==> config.mk <==
export PLATFORM = sky130hd
export DESIGN_NAME = mem_wb_pipe_stage_flat
export DESIGN_NICKNAME = d
export VERILOG_FILES = /design/src/rtl/mem_wb_if.sv /design/src/rtl/mem_wb_pipe_stage.sv /design/src/flat_wrapper.sv
export SDC_FILE = /design/constraint.sdc
export NUM_CORES = 1
export LEC_CHECK = 0
export ABC_CLOCK_PERIOD_IN_PS = 1900
export CELL_PAD_IN_SITES_DETAIL_PLACEMENT = 2
export CELL_PAD_IN_SITES_GLOBAL_PLACEMENT = 2
export CORE_MARGIN = 4
export CORE_UTILIZATION = 27
export DETAILED_ROUTE_END_ITERATION = 10
export PLACE_DENSITY_LB_ADDON = 0.1
export SYNTH_ARGS = -nofsm -noshare
export SYNTH_HDL_FRONTEND = slang
export SYNTH_SLANG_ARGS = --single-unit
==> constraint.sdc <==
create_clock -name Clk -period 1.9 [get_ports Clk]
set_input_delay 0.19 -clock Clk [delete_from_list [all_inputs] [get_ports Clk]]
set_output_delay 0.19 -clock Clk [all_outputs]
set_load 0.05 [all_outputs]
==> src/rtl/mem_wb_if.sv <==
// mem_wb_if: bundle of the handshake and data signals between the MEM stage,
// the MEM/WB pipeline stage and register-file write-back.
//
// Ports / signals (parameterised by DATA_W, REG_ADDR_W):
//   MEM side    : in_valid, in_ready, ALUResult, dataMemOut, RegWrite,
//                 MemToReg, WriteRegister, flush
//   WB side     : wb_valid, wb_ready, ALUResult_WB, dataMemOut_WB,
//                 RegWrite_WB, MemToReg_WB, WriteRegister_WB, WriteData_WB
//   Debug       : dbg_state ({main_valid, skid_valid})
//
// Modports:
//   slave  - the pipeline stage itself
//   master - the environment (MEM stage source + WB sink)
//
// Handshake: a transfer happens on a rising Clk edge where valid and ready
// are both high. A valid source holds its data stable until the transfer;
// ready may be high or low independently of valid.
interface mem_wb_if #(
  parameter int DATA_W     = 32,
  parameter int REG_ADDR_W = 5
);
  logic                  in_valid;
  logic                  in_ready;
  logic [DATA_W-1:0]     ALUResult;
  logic [DATA_W-1:0]     dataMemOut;
  logic                  RegWrite;
  logic                  MemToReg;
  logic [REG_ADDR_W-1:0] WriteRegister;
  logic                  flush;
  logic                  wb_valid;
  logic                  wb_ready;
  logic [DATA_W-1:0]     ALUResult_WB;
  logic [DATA_W-1:0]     dataMemOut_WB;
  logic                  RegWrite_WB;
  logic                  MemToReg_WB;
  logic [REG_ADDR_W-1:0] WriteRegister_WB;
  logic [DATA_W-1:0]     WriteData_WB;
  logic [1:0]            dbg_state;

  modport slave (
    input  in_valid, ALUResult, dataMemOut, RegWrite, MemToReg, WriteRegister,
           flush, wb_ready,
    output in_ready, wb_valid, ALUResult_WB, dataMemOut_WB, RegWrite_WB,
           MemToReg_WB, WriteRegister_WB, WriteData_WB, dbg_state
  );

  modport master (
    output in_valid, ALUResult, dataMemOut, RegWrite, MemToReg, WriteRegister,
           flush, wb_ready,
    input  in_ready, wb_valid, ALUResult_WB, dataMemOut_WB, RegWrite_WB,
           MemToReg_WB, WriteRegister_WB, WriteData_WB, dbg_state
  );
endinterface

==> src/rtl/mem_wb_pipe_stage.sv <==
// mem_wb_pipe_stage: MEM/WB pipeline register with a valid/ready handshake
// and a 2-entry skid buffer (main + skid), synchronous flush, valid-gated
// write enable and the write-back data mux.
//
// Ports:
//   Clk            - clock, all state on posedge
//   reset          - synchronous, active-high
//   bus (slave)    - mem_wb_if: MEM-side inputs, WB-side outputs, dbg_state
//   stall_cycles   - (MEM_WB_PERF_EN only) cycles with wb_valid & !wb_ready
//   bubble_cycles  - (MEM_WB_PERF_EN only) cycles with !wb_valid, not reset
//
// Optional feature: define MEM_WB_PERF_EN to add the two saturating
// performance counters (CNT_W bits each).
//
// The main entry always drives the *_WB outputs; the skid entry only holds
// the instruction accepted while WB was stalled. in_ready is registered so
// the MEM stage never sees a combinational path from wb_ready.
module mem_wb_pipe_stage #(
  parameter int DATA_W        = 32,
  parameter int REG_ADDR_W    = 5,
  parameter int ZERO_REG_GATE = 1,
  parameter int CNT_W         = 16
) (
  input  logic Clk,
  input  logic reset,
  mem_wb_if.slave bus
`ifdef MEM_WB_PERF_EN
  ,
  output logic [CNT_W-1:0] stall_cycles,
  output logic [CNT_W-1:0] bubble_cycles
`endif
);

  // Encoding is {main_valid, skid_valid}; 2'b01 cannot occur.
  typedef enum logic [1:0] {
    ST_EMPTY = 2'b00,
    ST_ONE   = 2'b10,
    ST_TWO   = 2'b11
  } state_t;

  state_t state_q, state_n;
  logic   in_ready_q;

  logic [DATA_W-1:0]     main_alu_q, main_mem_q, skid_alu_q, skid_mem_q;
  logic                  main_rw_q, main_m2r_q, skid_rw_q, skid_m2r_q;
  logic [REG_ADDR_W-1:0] main_wr_q, skid_wr_q;

  logic main_valid;
  logic accept, pop;
  logic load_main_in, load_main_skid, load_skid;
  logic dst_ok;

  assign main_valid = state_q[1];
  assign accept     = bus.in_valid & in_ready_q;
  assign pop        = main_valid & bus.wb_ready;

  // Next-state and load selection.
  always_comb begin
    state_n        = state_q;
    load_main_in   = 1'b0;
    load_main_skid = 1'b0;
    load_skid      = 1'b0;
    case (state_q)
      ST_EMPTY: begin
        if (accept) begin
          state_n      = ST_ONE;
          load_main_in = 1'b1;
        end
      end
      ST_ONE: begin
        if (accept && pop) begin
          load_main_in = 1'b1;
        end else if (accept) begin
          state_n   = ST_TWO;
          load_skid = 1'b1;
        end else if (pop) begin
          state_n = ST_EMPTY;
        end
      end
      ST_TWO: begin
        // in_ready is low here, so only a pop can happen.
        if (pop) begin
          state_n        = ST_ONE;
          load_main_skid = 1'b1;
        end
      end
      default: state_n = ST_EMPTY;
    endcase
    // Flush drops everything, including whatever is offered this cycle.
    // Data fields are left stale; only the valid bits matter.
    if (bus.flush) begin
      state_n        = ST_EMPTY;
      load_main_in   = 1'b0;
      load_main_skid = 1'b0;
      load_skid      = 1'b0;
    end
  end

  // State, ready and data registers.
  always_ff @(posedge Clk) begin
    if (reset) begin
      state_q    <= ST_EMPTY;
      in_ready_q <= 1'b0;
      main_alu_q <= '0;
      main_mem_q <= '0;
      main_rw_q  <= 1'b0;
      main_m2r_q <= 1'b0;
      main_wr_q  <= '0;
      skid_alu_q <= '0;
      skid_mem_q <= '0;
      skid_rw_q  <= 1'b0;
      skid_m2r_q <= 1'b0;
      skid_wr_q  <= '0;
    end else begin
      state_q    <= state_n;
      in_ready_q <= ~state_n[0];
      if (load_main_in) begin
        main_alu_q <= bus.ALUResult;
        main_mem_q <= bus.dataMemOut;
        main_rw_q  <= bus.RegWrite;
        main_m2r_q <= bus.MemToReg;
        main_wr_q  <= bus.WriteRegister;
      end else if (load_main_skid) begin
        main_alu_q <= skid_alu_q;
        main_mem_q <= skid_mem_q;
        main_rw_q  <= skid_rw_q;
        main_m2r_q <= skid_m2r_q;
        main_wr_q  <= skid_wr_q;
      end
      if (load_skid) begin
        skid_alu_q <= bus.ALUResult;
        skid_mem_q <= bus.dataMemOut;
        skid_rw_q  <= bus.RegWrite;
        skid_m2r_q <= bus.MemToReg;
        skid_wr_q  <= bus.WriteRegister;
      end
    end
  end

  // Writes to register 0 are suppressed when the gate is enabled.
  assign dst_ok = (ZERO_REG_GATE == 0) || (main_wr_q != '0);

  // Outputs.
  always_comb begin
    bus.in_ready         = in_ready_q;
    bus.wb_valid         = main_valid;
    bus.ALUResult_WB     = main_alu_q;
    bus.dataMemOut_WB    = main_mem_q;
    bus.MemToReg_WB      = main_m2r_q;
    bus.WriteRegister_WB = main_wr_q;
    bus.RegWrite_WB      = main_rw_q & main_valid & dst_ok;
    bus.WriteData_WB     = main_m2r_q ? main_mem_q : main_alu_q;
    bus.dbg_state        = state_q;
  end

`ifdef MEM_WB_PERF_EN
  // Saturating counters; flush does not clear them.
  always_ff @(posedge Clk) begin
    if (reset) begin
      stall_cycles  <= '0;
      bubble_cycles <= '0;
    end else begin
      if (main_valid && !bus.wb_ready && (stall_cycles != '1))
        stall_cycles <= stall_cycles + 1'b1;
      if (!main_valid && (bubble_cycles != '1))
        bubble_cycles <= bubble_cycles + 1'b1;
    end
  end
`endif

endmodule

==> src/flat_wrapper.sv <==
// flat-port wrapper written by rule: the top's interface ports become plain ports
module mem_wb_pipe_stage_flat 
#(
  parameter int DATA_W        = 32,
  parameter int REG_ADDR_W    = 5,
  parameter int ZERO_REG_GATE = 1,
  parameter int CNT_W         = 16
)
  (Clk, reset, bus_in_valid, bus_ALUResult, bus_dataMemOut, bus_RegWrite, bus_MemToReg, bus_WriteRegister, bus_flush, bus_wb_ready, bus_in_ready, bus_wb_valid, bus_ALUResult_WB, bus_dataMemOut_WB, bus_RegWrite_WB, bus_MemToReg_WB, bus_WriteRegister_WB, bus_WriteData_WB, bus_dbg_state);
  mem_wb_if #(.DATA_W(DATA_W), .REG_ADDR_W(REG_ADDR_W)) bus_i ();
  input  logic Clk;
  input  logic reset;
  input wire logic [$bits(bus_i.in_valid)-1:0] bus_in_valid;
  input wire logic [$bits(bus_i.ALUResult)-1:0] bus_ALUResult;
  input wire logic [$bits(bus_i.dataMemOut)-1:0] bus_dataMemOut;
  input wire logic [$bits(bus_i.RegWrite)-1:0] bus_RegWrite;
  input wire logic [$bits(bus_i.MemToReg)-1:0] bus_MemToReg;
  input wire logic [$bits(bus_i.WriteRegister)-1:0] bus_WriteRegister;
  input wire logic [$bits(bus_i.flush)-1:0] bus_flush;
  input wire logic [$bits(bus_i.wb_ready)-1:0] bus_wb_ready;
  output wire logic [$bits(bus_i.in_ready)-1:0] bus_in_ready;
  output wire logic [$bits(bus_i.wb_valid)-1:0] bus_wb_valid;
  output wire logic [$bits(bus_i.ALUResult_WB)-1:0] bus_ALUResult_WB;
  output wire logic [$bits(bus_i.dataMemOut_WB)-1:0] bus_dataMemOut_WB;
  output wire logic [$bits(bus_i.RegWrite_WB)-1:0] bus_RegWrite_WB;
  output wire logic [$bits(bus_i.MemToReg_WB)-1:0] bus_MemToReg_WB;
  output wire logic [$bits(bus_i.WriteRegister_WB)-1:0] bus_WriteRegister_WB;
  output wire logic [$bits(bus_i.WriteData_WB)-1:0] bus_WriteData_WB;
  output wire logic [$bits(bus_i.dbg_state)-1:0] bus_dbg_state;
  assign bus_i.in_valid = bus_in_valid;
  assign bus_i.ALUResult = bus_ALUResult;
  assign bus_i.dataMemOut = bus_dataMemOut;
  assign bus_i.RegWrite = bus_RegWrite;
  assign bus_i.MemToReg = bus_MemToReg;
  assign bus_i.WriteRegister = bus_WriteRegister;
  assign bus_i.flush = bus_flush;
  assign bus_i.wb_ready = bus_wb_ready;
  assign bus_in_ready = bus_i.in_ready;
  assign bus_wb_valid = bus_i.wb_valid;
  assign bus_ALUResult_WB = bus_i.ALUResult_WB;
  assign bus_dataMemOut_WB = bus_i.dataMemOut_WB;
  assign bus_RegWrite_WB = bus_i.RegWrite_WB;
  assign bus_MemToReg_WB = bus_i.MemToReg_WB;
  assign bus_WriteRegister_WB = bus_i.WriteRegister_WB;
  assign bus_WriteData_WB = bus_i.WriteData_WB;
  assign bus_dbg_state = bus_i.dbg_state;
  mem_wb_pipe_stage #(.DATA_W(DATA_W), .REG_ADDR_W(REG_ADDR_W), .ZERO_REG_GATE(ZERO_REG_GATE), .CNT_W(CNT_W)) u_core (.Clk(Clk), .reset(reset), .bus(bus_i));
endmodule
Word-level counts from Yosys, hierarchy flattened
Cells that the tools add are included.
{"block": "totals", "reg_bits": 145, "word_cells": 58, "input_bits": 76, "out_inout_bits": 107}
{"block": "op_classes", "n_eq_ne": 6, "muxes": 28, "bitwise_logic": 5, "reduce_logical": 6}
{"cell": "two-way mux 32 bit", "count": 5}
{"cell": "two-way mux 1 bit", "count": 14}
{"cell": "two-way mux 2 bit", "count": 5}
{"cell": "two-way mux 5 bit", "count": 2}
{"cell": "one-hot mux 2 bit (3 select lines)", "count": 1}
{"cell": "nonzero test 5 bit", "count": 1}
{"cell": "AND 1 bit", "count": 4}
{"cell": "== test 2 bit (second input constant)", "count": 2}
{"cell": "!= test 2 x 1 -> 1 bit (second input constant)", "count": 2}
{"cell": "AND reduction 4 bit", "count": 1}
{"cell": "!= test 3 x 1 -> 1 bit (second input constant)", "count": 1}
{"cell": "logical NOT 2 bit", "count": 1}
{"cell": "!= test 2 bit (second input constant)", "count": 1}
{"cell": "one-hot mux 1 bit (2 select lines)", "count": 1}
{"cell": "nonzero test 2 bit", "count": 1}
{"cell": "OR reduction 2 bit", "count": 1}
{"cell": "logical AND 1 bit", "count": 1}
{"cell": "inverter 1 bit", "count": 1}

Logic depth before layout (Yosys ltp)
{"block": "depth", "word_depth": 7, "mapped_depth": 6, "mapped_depth_nobuf": 3}

Least setup slack after synthesis
OpenSTA, ideal clock, no wires.
{"block": "synth_path", "kind": "flip-flop to output port", "from": "reg u_core.main_m2r_q, in the netlist u_core.bus.MemToReg_WB", "to": "out bus_WriteData_WB[0]", "arrival_time_ns": 1.717, "stages_incl_launch_ff": 4, "required_ns": 1.710, "path_slack_ns": -0.007, "n_path_buf": 2, "cell_sequence": "dfxtp_1 -> clkbuf_1 -> clkbuf_1 -> mux2_2"}
{"block": "synth_between", "elab_chain_cells": 1}
{"element": "start: declaration", "line_no": "mem_wb_pipe_stage.sv:45", "source": "logic main_rw_q, main_m2r_q, skid_rw_q, skid_m2r_q;"}
{"element": "start signal: assignment", "line_no": "mem_wb_pipe_stage.sv:121", "source": "main_m2r_q <= bus.MemToReg;"}
{"element": "start signal: assignment", "line_no": "mem_wb_pipe_stage.sv:127", "source": "main_m2r_q <= skid_m2r_q;"}
{"element": "two-way mux 32 bit", "line_no": "mem_wb_pipe_stage.sv:152", "source": "bus.WriteData_WB = main_m2r_q ? main_mem_q : main_alu_q;"}
{"element": "end: declaration", "line_no": "flat_wrapper.sv:28", "source": "output wire logic [$bits(bus_i.WriteData_WB)-1:0] bus_WriteData_WB;"}
Every way passes these cells.

Worst setup path in the final report
{"block": "layout_path", "from": "reg u_core.main_alu_q[10], in the netlist u_core.bus.ALUResult_WB[10]", "to": "out bus_ALUResult_WB[10]"}
{"element": "start: declaration", "line_no": "mem_wb_pipe_stage.sv:44", "source": "logic [DATA_W-1:0] main_alu_q, main_mem_q, skid_alu_q, skid_mem_q;"}
{"element": "start signal: assignment", "line_no": "mem_wb_pipe_stage.sv:118", "source": "main_alu_q <= bus.ALUResult;"}
{"element": "start signal: assignment", "line_no": "mem_wb_pipe_stage.sv:124", "source": "main_alu_q <= skid_alu_q;"}
{"element": "end: declaration", "line_no": "flat_wrapper.sv:23", "source": "output wire logic [$bits(bus_i.ALUResult_WB)-1:0] bus_ALUResult_WB;"}
No word-level cell between the ends.

==> qor.log <==
qor: placed_design.detailedPlace.worstSlack -0.0290 ns
qor: cts.ctsResizeCount 4
qor: synthesis.synthDistinctLibCells 24
qor: setup_path.r2r_setup_slack 0.26 ns
qor: setup_path.critPathTopFamily buffers and inverters
qor: sta.max_slew_violation_count 0
qor: placed_design.port-buffer-count 182
qor: sta.hold-worst-slack 0.185 ns
qor: synthesis.ys_ff_latch 145
qor: sta.worst_pin_slew 0.522 ns
qor: finish.number_of_cells_in_the_finished_layout_apart_from_fillers 1257
qor: global_route.grt_start_max_net_pins 77
qor: placed_design.hpwl 17.3 mm
qor: sta.timing.final.crit_period 1.87 ns
qor: setup_path.crit-reg2reg-capture u_core.bus.ALUResult_WB[20]
qor: cts.clock_tree_from_tritoncts done
qor: sta.fin_worst_skew 0.00995 ns
qor: route.detailedRoute.firstIterationViolations 275
qor: setup_path.critical_path_depth 1
qor: cts.worstSkewPairLatency 0.43 ns
qor: setup_path.crit_end bus_ALUResult_WB[10]
qor: synthesis.synthesized_area_fraction_occupied_by_adder_cells 0
qor: floorplanning.dieArea 26300 sq um
qor: sta.setup_viol 0
qor: setup_path.maximum_fanout_along_the_worst_path 3
qor: route.vias_per_cell 5.29
qor: cts.clk_pin_slew 0.07 ns
qor: setup_path.critical_path.slowest_cell sky130_fd_sc_hd__clkdlybuf4s50_1
qor: run.max-cap-violations 0
qor: sta.timing.final.hold_violations 0
qor: sta.ratio_of_final_minimum_period_to_clock_period 0.983
qor: sta.achievable-frequency 0.535 GHz
qor: finish.layout.cell_area.non_filler 9210 sq um
qor: setup_path.cp.required 1.71 ns
qor: synthesis.synth_xor_xnor_area_share 0
qor: cts.h-tree-depth 4
qor: route.postRouteWirelength 26.2 mm
qor: run_status.outcome completed
qor: route.drc_errors 0
qor: power_and_ir_drop.power.static_leakage 3.24 nW
qor: global_route.first_global_vias 7340
qor: placed_design.place_inst 1224
qor: setup_path.startpoint_type flop
qor: cts.numClockSinks 145
qor: power_and_ir_drop.vdd_drop_max 454 uV
qor: cts.post-cts-setup-buffers 0
qor: synthesis.synth-compound-area-share 0.211
qor: route.wl_per_cell 20.9 um
qor: setup_path.category_of_the_critical_setup_timing_path reg2out
qor: placed_design.placed_cell_area 8570 sq um
qor: synthesis.post_synth_and_or_nand_nor_area_fraction 0.209
qor: cts.cts_buffers 17
qor: synthesis.synth_top_family_by_area compound AO/OA/AOI/OAI gates
qor: sta.grt_setup_unrepaired no
qor: route.route.vias.total 6653
qor: floorplanning.design.portCount 183
qor: synthesis.synth.avg_cell_area 8.22 sq um
qor: synthesis.synth_seq_area_share 0.451
qor: route.firstDrtPassIters 4
qor: route.antenna_violating_nets_post_route 0
qor: min_path.min_from reset
qor: floorplanning.rows 56
qor: floorplanning.chipWidth 162 um
qor: floorplanning.core-area 23500 sq um
qor: floorplanning.die_span_y 162 um
qor: setup_path.worst_setup_path_end_kind primary output
qor: global_route.globalRouteOverflowTotal 0
qor: synthesis.synth_mux_area_frac 0.0560
qor: cts.clock_tree.root_cell sky130_fd_sc_hd__clkbuf_16
qor: cts.clockBufferDepth 2
qor: setup_path.cpPeakStageDelay 0.84 ns
qor: finish.layout.filler_cells 2616
qor: sta.timing.max_slew.rel_slack 0.652
qor: setup_path.critPathBufInv 1
qor: synthesis.synth_area 6430 sq um
qor: finish.num-nets-final 1000
qor: synthesis.ys.warnings.count 0
qor: setup_path.critical_path.cell_chain clkdlybuf4s50_1
qor: global_route.grt_first_pass_wirelength 41.9 mm
qor: floorplanning.initial_utilization 0.274
qor: setup_path.crit_start u_core.bus.ALUResult_WB[10]
qor: synthesis.synth.net_count 858
qor: sta.fin_tns_setup 0 ns
qor: sta.fin_ws 0.0318 ns
qor: setup_path.r2r.worst_path.cells 5
qor: power_and_ir_drop.pwr_density_cell 869 nW/um^2
qor: global_route.antenna_found_initial 1
qor: min_path.min-delay-path-class in2reg
qor: setup_path.worstReg2RegStart u_core.bus.dbg_state[1]
qor: global_route.grtUsageTotal 0.199
qor: finish.relative_area_change_from_synthesis_to_final_layout 43.2%
qor: placed_design.gp_congestion 0.713
qor: finish.drive_gt1_frac 0.149
qor: synthesis.synth_cells 782
qor: setup_path.timing.critical_path.arrival 1.68 ns
qor: cts.cts.hold.buffers_added 0
state kept, by name (all words and copies together) (netlist names):
signal	flops
u_core.bus.dbg_state	2
u_core.bus.WriteRegister_WB	5
u_core.bus.ALUResult_WB	32
u_core.skid_alu_q	32
u_core.bus.MemToReg_WB	1
u_core.bus.in_ready	1
u_core.skid_m2r_q	1
u_core.skid_mem_q	32
u_core.bus.dataMemOut_WB	32
u_core.main_rw_q	1
u_core.skid_wr_q	5
u_core.skid_rw_q	1
layout make-up:
type / count / area, sq um / area share
repair buffers: 214 / 2200 / 0.239
multi-input cells: 546 / 3090 / 0.335
flip-flops and latches: 145 / 2910 / 0.316
diodes: 2 / 5.00 / 0.000543
clock buffers: 17 / 425 / 0.0462
clock inverters: 14 / 181 / 0.0197
well taps: 319 / 399 / 0.0433
cells in the final DEF, fill, tap and decap left out, types with 2 or more instances in the layout:
master and count:
sky130_fd_sc_hd__inv_6 3, sky130_fd_sc_hd__clkbuf_16 17, sky130_fd_sc_hd__o21ai_0 71, sky130_fd_sc_hd__bufinv_16 3
sky130_fd_sc_hd__nand2_1 143, sky130_fd_sc_hd__nand3_1 71, sky130_fd_sc_hd__buf_12 17, sky130_fd_sc_hd__dlymetal6s2s_1 10
sky130_fd_sc_hd__buf_4 52, sky130_fd_sc_hd__mux2_2 32, sky130_fd_sc_hd__clkinv_4 6, sky130_fd_sc_hd__a311oi_1 71
sky130_fd_sc_hd__nor3_1 73, sky130_fd_sc_hd__a21oi_1 72, sky130_fd_sc_hd__dfxtp_1 144, sky130_fd_sc_hd__dlygate4sd2_1 3
sky130_fd_sc_hd__clkdlybuf4s50_1 132, sky130_fd_sc_hd__diode_2 2
through the flow:
step | total power [W] | utilization
after global routing | 0.00831 | 0.392
after detailed placement | 0.00455 | 0.365
after CTS | 0.00811 | 0.391
final | 0.00801 | 0.392
after floorplan | 0.00397 | -
after global placement | 0.00453 | 0.365
logic make-up (layout without fill, tap and decap cells):
logic type / count (synthesis) / count (layout)
and+or+nand+nor: 298 / 298
AOI/OAI and AO/OA: 216 / 216
DFF: 145 / 145
buffers and inverters: 91 / 245
muxes: 32 / 32
other: 0 / 2
cell usage after synthesis:
master                      instances  area (sq um)
sky130_fd_sc_hd__nor4_1             1          6.26
sky130_fd_sc_hd__mux2_2            32           360
sky130_fd_sc_hd__buf_4              3          22.5
sky130_fd_sc_hd__buf_6              8          90.1
sky130_fd_sc_hd__nand2_2            1          6.26
sky130_fd_sc_hd__a311oi_1          71           622
sky130_fd_sc_hd__nand4b_1           1          8.76
sky130_fd_sc_hd__nor2b_1            1          6.26
sky130_fd_sc_hd__clkbuf_1          35           131
sky130_fd_sc_hd__o21ai_0           71           355
sky130_fd_sc_hd__and4bb_1           1          12.5
sky130_fd_sc_hd__dfxtp_1          145          2900
sky130_fd_sc_hd__nor2_1             1          3.75
sky130_fd_sc_hd__a21oi_1           72           360
sky130_fd_sc_hd__a2bb2oi_1          1          8.76
sky130_fd_sc_hd__or3_1              1          6.26
sky130_fd_sc_hd__nand2b_1           2          12.5
sky130_fd_sc_hd__nor3_1            73           365
sky130_fd_sc_hd__buf_2             45           225
sky130_fd_sc_hd__nand4bb_1          1          11.3
sky130_fd_sc_hd__and4b_1            1          10.0
sky130_fd_sc_hd__nand3_1           71           355
sky130_fd_sc_hd__o311a_1            1          10.0
sky130_fd_sc_hd__nand2_1          143           537
report_power, final:
group / internal [W] / total (W) / leakage (nW) / switching (W)
Combinational: 0.000473 / 0.00126 / 1.77 / 0.000788
Clock: 0.00208 / 0.00353 / 0.294 / 0.00145
Sequential: 0.00312 / 0.00321 / 1.18 / 0.0000867
Total: 0.00568 / 0.00801 / 3.24 / 0.00233
layer usage:
| layer | GRT usage | up-vias | share of wire |
|---|---|---|---|
| li1 | - | 3126 | - |
| met1 | 0.247 | 3370 | 0.43 |
| met2 | 0.352 | 142 | 0.52 |
| met3 | 0.0411 | 15 | 0.042 |
| met4 | 0.0492 | 0 | 0.0087 |
| met5 | 0 | - | 0 |
worst min-delay path by stage:
stage | cells past startpoint | endpoint | slack (ns)
after floorplan | 1 | u_core.bus.dbg_state[0] | 0.27
after global placement | 2 | u_core.skid_mem_q[30] | 0.46
after detailed placement | 2 | u_core.skid_alu_q[5] | 0.47
after CTS | 2 | u_core.bus.in_ready | 0.17
after global routing | 2 | u_core.bus.in_ready | 0.20
final | 2 | u_core.bus.in_ready | 0.18
Note: power is estimated with default switching activity, not from simulation.
